$ cat src/rtl/ps2_host_tx.sv
// PS/2 host-to-device transmitter: inhibit, request-to-send, clocked frame, ACK.
// Define PS2_TX_RETRY_EN to retry a failed transfer once before reporting tx_err.
module ps2_host_tx #(
    parameter int INHIBIT_CYCLES = 10000,
    parameter int TIMEOUT_CYCLES = 2000000
) (
    input  logic       clk_100mhz,
    input  logic       rst,
    input  logic [7:0] tx_data,
    input  logic       tx_valid,
    output logic       tx_ready,
    input  logic       ps2_clk_in,
    input  logic       ps2_data_in,
    output logic       ps2_clk_oe,
    output logic       ps2_data_oe,
    output logic       busy,
    output logic       tx_done,
    output logic       tx_err
);

    localparam int IW = $clog2(INHIBIT_CYCLES + 1);
    localparam int TW = $clog2(TIMEOUT_CYCLES + 1);

    typedef enum logic [2:0] {
        IDLE,
        INHIBIT,
        SEND,
        ACK,
        WAIT_IDLE
    } state_t;

    state_t        state_q, state_d;
    logic [IW-1:0] inh_cnt_q, inh_cnt_d;
    logic [TW-1:0] wd_q, wd_d;
    logic [3:0]    bit_cnt_q, bit_cnt_d;
    logic [8:0]    shift_q, shift_d;
    logic [7:0]    data_q, data_d;
    logic          par_q, par_d;
    logic          doe_q, doe_d;
    logic          fail;

    logic clk_meta, clk_sync, clk_prev;
    logic data_meta, data_sync;
    logic fall;

`ifdef PS2_TX_RETRY_EN
    logic retry_q, retry_d;
`endif

    assign fall = clk_prev & ~clk_sync;

    // Synchronizers idle high so reset never fabricates a falling edge
    always_ff @(posedge clk_100mhz) begin
        if (rst) begin
            clk_meta  <= 1'b1;
            clk_sync  <= 1'b1;
            clk_prev  <= 1'b1;
            data_meta <= 1'b1;
            data_sync <= 1'b1;
        end else begin
            clk_meta  <= ps2_clk_in;
            clk_sync  <= clk_meta;
            clk_prev  <= clk_sync;
            data_meta <= ps2_data_in;
            data_sync <= data_meta;
        end
    end

    always_ff @(posedge clk_100mhz) begin
        if (rst) begin
            state_q   <= IDLE;
            inh_cnt_q <= '0;
            wd_q      <= '0;
            bit_cnt_q <= '0;
            shift_q   <= '0;
            data_q    <= '0;
            par_q     <= 1'b0;
            doe_q     <= 1'b0;
`ifdef PS2_TX_RETRY_EN
            retry_q   <= 1'b0;
`endif
        end else begin
            state_q   <= state_d;
            inh_cnt_q <= inh_cnt_d;
            wd_q      <= wd_d;
            bit_cnt_q <= bit_cnt_d;
            shift_q   <= shift_d;
            data_q    <= data_d;
            par_q     <= par_d;
            doe_q     <= doe_d;
`ifdef PS2_TX_RETRY_EN
            retry_q   <= retry_d;
`endif
        end
    end

    always_comb begin
        state_d     = state_q;
        inh_cnt_d   = inh_cnt_q;
        wd_d        = wd_q;
        bit_cnt_d   = bit_cnt_q;
        shift_d     = shift_q;
        data_d      = data_q;
        par_d       = par_q;
        doe_d       = doe_q;
        fail        = 1'b0;
        tx_ready    = 1'b0;
        busy        = 1'b1;
        ps2_clk_oe  = 1'b0;
        ps2_data_oe = 1'b0;
        tx_done     = 1'b0;
        tx_err      = 1'b0;
`ifdef PS2_TX_RETRY_EN
        retry_d     = retry_q;
`endif

        unique case (state_q)
            IDLE: begin
                tx_ready = 1'b1;
                busy     = 1'b0;
                if (tx_valid) begin
                    data_d    = tx_data;
                    par_d     = ~^tx_data;
                    inh_cnt_d = IW'(INHIBIT_CYCLES - 1);
                    state_d   = INHIBIT;
`ifdef PS2_TX_RETRY_EN
                    retry_d   = 1'b0;
`endif
                end
            end
            INHIBIT: begin
                ps2_clk_oe = 1'b1;
                if (inh_cnt_q == '0) begin
                    // Start bit goes low while the clock is still held
                    ps2_data_oe = 1'b1;
                    doe_d       = 1'b1;
                    shift_d     = {par_q, data_q};
                    bit_cnt_d   = '0;
                    wd_d        = '0;
                    state_d     = SEND;
                end else begin
                    inh_cnt_d = inh_cnt_q - 1'b1;
                end
            end
            SEND: begin
                ps2_data_oe = doe_q;
                wd_d        = wd_q + 1'b1;
                if (fall) begin
                    wd_d      = '0;
                    bit_cnt_d = bit_cnt_q + 1'b1;
                    if (bit_cnt_q == 4'd9) begin
                        doe_d   = 1'b0;
                        state_d = ACK;
                    end else begin
                        doe_d   = ~shift_q[0];
                        shift_d = {1'b0, shift_q[8:1]};
                    end
                end else if (wd_q == TW'(TIMEOUT_CYCLES - 1)) begin
                    fail = 1'b1;
                end
            end
            ACK: begin
                wd_d = wd_q + 1'b1;
                if (fall) begin
                    wd_d = '0;
                    if (data_sync) fail = 1'b1;
                    else state_d = WAIT_IDLE;
                end else if (wd_q == TW'(TIMEOUT_CYCLES - 1)) begin
                    fail = 1'b1;
                end
            end
            WAIT_IDLE: begin
                wd_d = wd_q + 1'b1;
                if (clk_sync && data_sync) begin
                    tx_done = 1'b1;
                    state_d = IDLE;
                end else if (fall) begin
                    wd_d = '0;
                end else if (wd_q == TW'(TIMEOUT_CYCLES - 1)) begin
                    fail = 1'b1;
                end
            end
            default: state_d = IDLE;
        endcase

        if (fail) begin
            ps2_clk_oe  = 1'b0;
            ps2_data_oe = 1'b0;
            doe_d       = 1'b0;
            tx_err      = 1'b1;
            state_d     = IDLE;
`ifdef PS2_TX_RETRY_EN
            if (!retry_q) begin
                tx_err    = 1'b0;
                retry_d   = 1'b1;
                inh_cnt_d = IW'(INHIBIT_CYCLES - 1);
                state_d   = INHIBIT;
            end
`endif
        end

        // A transfer cut short by reset reports nothing
        if (rst) begin
            tx_done = 1'b0;
            tx_err  = 1'b0;
        end
    end

endmodule

$ cat config.mk
export PLATFORM = sky130hd
export DESIGN_NAME = ps2_host_tx
export DESIGN_NICKNAME = d
export VERILOG_FILES = /design/src/rtl/ps2_host_tx.sv
export SDC_FILE = /design/constraint.sdc
export NUM_CORES = 1
export LEC_CHECK = 0
export ABC_AREA = 1
export CORE_MARGIN = 2
export CORE_UTILIZATION = 55
export DETAILED_ROUTE_END_ITERATION = 8
export PLACE_DENSITY_LB_ADDON = 0.3
export SLEW_MARGIN = 20
export SYNTH_ARGS = -nofsm -noshare
export SYNTH_HDL_FRONTEND = slang
export SYNTH_SLANG_ARGS = --single-unit
$ cat constraint.sdc
create_clock -name clk_100mhz -period 2.83 [get_ports clk_100mhz]
set_clock_uncertainty 0.1 [all_clocks]
set_input_delay 0.4245 -clock clk_100mhz [delete_from_list [all_inputs] [get_ports clk_100mhz]]
set_output_delay 0.4245 -clock clk_100mhz [all_outputs]
set_load 0.02 [all_outputs]
==> results of run 1 <==
==> critical path, cell delays in order, from the launching register on <==
cell	delay, ps
dfxtp_1	530
inv_1	120
nor2_1	150
o21ai_0	160
o211ai_1	160
nand2_1	100
nor2_1	130
dlygate4sd2_1	350
==> metrics by stage <==
| step | total power, uW | cell area, um2 | setup slack (ps) |
|---|---|---|---|
| after detailed placement | 2670 | 3890 | 362 |
| final | 3470 | 4090 | 259 |
| after floorplan | 2410 | 3670 | 925 |
| after CTS | 3480 | 4090 | 18.3 |
| after global placement | 2640 | 3890 | 413 |
| after global routing | 3730 | 4090 | 137 |
==> metal layers <==
layer / GRT usage (%) / share of wire, %
met2: 39.6 / 47
met3: 6.06 / 5.2
met1: 27.6 / 46
met5: 0 / 0
met4: 9.24 / 1.3
==> final timing paths <==
path / start / endpoint / slack [ps]
worst max-delay path: state_q[0]$_SDFFE_PP0P_ / tx_err / 260
worst min-delay path: data_meta$_SDFF_PP1_ / data_sync$_SDFF_PP1_ / 320
worst max register to register: state_q[2]$_SDFFE_PP0P_ / inh_cnt_q[3]$_SDFFE_PP0P_ / 800
worst min register to register: data_meta$_SDFF_PP1_ / data_sync$_SDFF_PP1_ / 320
==> registers in the layout (all words and copies together) (netlist names) <==
signal     count
bit_cnt_q      4
clk_meta       1
clk_prev       1
clk_sync       1
data_meta      1
data_q         8
data_sync      1
doe_q          1
inh_cnt_q     14
par_q          1
shift_q        9
state_q        3
wd_q          21
==> kinds of logic after synthesis <==
logic type                 after synthesis  synth area share (%)
buffers and inverters                   79                  9.30
DFF                                     66                  36.0
and+or+nand+nor                        288                  36.1
adders and majority gates                5                  1.70
AOI/OAI and AO/OA                       94                  13.8
xor gates and xnor gates                13                  3.10
==> timing repair <==
action                     4_1_cts  5_1_grt
setup endpoints to repair        1        1
resized for setup                1        1
hold buffers                     0        0
setup buffers                    0        0
==> power by group through the flow <==
stage	clock (uW)	sequential [uW]	combinational (uW)
floorplan	0	1190	1210
global placement	0	1210	1420
detailed placement	0	1220	1450
CTS	825	1200	1460
global route	863	1220	1650
finish	808	1200	1470
==> layout make-up <==
cell class	count	area [um2]	area share [%]
clock inverter	7	77.6	1.90
clock buffer	9	124	3.03
sequential	66	1320	32.3
inverter	66	250	6.12
multi-input combinational	400	2010	49.1
tap	77	96.3	2.35
timing repair buffer	22	211	5.17
==> cell usage in the layout, fill, tap and decap left out, types with 2 or more instances in the layout <==
master           synthesis  routed
a21oi_1                 50      50
buf_4                    3       4
clkbuf_8                 0       9
clkdlybuf4s50_1          0      16
clkinv_4                 0       2
dfxtp_1                 66      66
ha_1                     5       5
inv_1                   59      59
inv_2                    6       6
inv_6                    0       2
nand2_1                142     142
nand2_2                  6       6
nand2_4                  3       3
nand3_1                 28      28
nand3_2                  2       2
nand3b_1                 4       4
nand4_1                 13      13
nor2_1                  63      63
nor2_2                   5       5
nor2_4                   2       2
nor3_1                   7       7
nor3_2                   2       2
o2111ai_1                2       2
o211ai_1                 2       2
o21ai_0                 27      27
o21ai_1                  3       3
o21bai_1                 3       3
or2_2                    5       5
xnor2_1                  6       6
xor2_1                   7       7
==> impl_results.md, run 1 <==
- Run status: completed
- Reg2reg path depth: 8
- Crit Path Class: reg -> out
- Final wirelength: 8020 um
- Vert. Die Dim: approximately 86 um
- Yosys reg bits: 66
- FILL cells: around 570
- Yosys warning count: 0
- Via/cell ratio: around 5.4
- Startpoint types: register
- Slew @ Worst Pin: between 400 and 500 ps
- Leak pwr: 0.00170 uW
- Ys async rst share: 0%
- Starting density of the core: between 50% and 60%
- Internal power: between 1500 and 2000 uW
- Final setup viols: 0
- Die X: ~86 um
- Global route overflow: 0
- Total CTS buffers: 9
- CTS tree: yes
- Area leader, netlist: dfxtp_1
- Syn_nets: ~560
- H-tree levels: 3
- GRT Total Usage: about 23%
- Core area: around 6400 um2
- Slew HR: approximately 72%
- Clock Power Share: between 20% and 30%
- Cells after synthesis: roughly 550
- WHS Path Cells: 1
- Diodes inserted: 0
- Netlist Area Pre-Place: around 3700 um2
- Finished Layout Cells: 647
- CP arrival: between 2000 and 2500 ps
- Clock sink total: 66
- Post-synth cell types: between 40 and 50
- Drt first pass iters: 5
- Top-count cell post-synth: nand2_1
- Synth top cells by count: nand2_1 (142), dfxtp_1 (66), nor2_1 (63)
- I/O pins: 19
- Remaining DRCs: 0
- CP endpoint kind: output port
- RSZ-0062 raised after global routing: no
- WP data required: around 2300 ps
- Initial antenna violation count: 0
- Number of enable flip-flop cells after synthesis: 0
- Fin crit period: 2570 ps
- Ranking of synthesized cells by area: dfxtp_1 (36%), nand2_1 (15%), a21oi_1 (6.8%)
- GP Congestion: approximately 0.90
- Sequential cell area fraction in the yosys report: ~36%
- Hold Fails Final Rpt: 0
- Period utilisation layout: around nine tenths
- Port buffer count: 18
- Nets: approximately 600
- Largest net degree at the start of global routing: 25
- Vias: between 3000 and 4000
- Main synth FF type: dfxtp_1
- Number of global-route vias before repair: approximately 3200
- Max Freq: between 0.3 and 0.4 GHz
- Max-slew violation count: 0
- Routed WL per cell: 12.4 um
- Hold/Removal Path Class: reg -> reg
- Setup TNS: 0 ps
- Pwr/cell area: between 800 and 900 nW/um2
- First-pass GRT wire length: roughly 14000 um
- Layout cells sized above 1: about a tenth
- Core Util, Final: between 60% and 70%
- DRT iter0 DRCs: roughly 180
- Sequential Power Share: roughly 35%
- CTS root buf: clkbuf_8
- Clk buf depth: 2
- Max cap viols: 0
- Number of nets with antenna violations after routing: 0
- Cells after DPL: around 630
- VDD IR-drop max: ~0.56 mV
- Comb power frac: around 42%
- Die area: around 7300 um2
- Insertion delay to the later sink of the worst-skew pair: 350 ps
- Num rows: 29
- Share of the synthesized area in the top cell type: 36.0%
- DP Wirelength: ~6000 um
- Critical path peak fanout: 6
- Synthesis-to-finish area growth: 11.4%
- WHS: 317 ps
- Net Sw Frac: between 40 and 50%
- Syn Area/Cell: just under 7 um2
- Sw power: between 1000 and 1500 uW
- Reg clk slew, reported paths: around 80 ps
No activity file was read; power rests on OpenSTA's default activity.
==> inputs of run 2 (changes only) <==
GPL_TIMING_DRIVEN = 1   (was not set)
==> results of run 2 <==
Final layout, timing and power as in run 1 (identical DEF).
==> inputs of run 3 (changes only) <==
HOLD_SLACK_MARGIN = 0.12   (was not set)
==> results of run 3 <==
Final layout, timing and power as in run 1 (identical DEF).
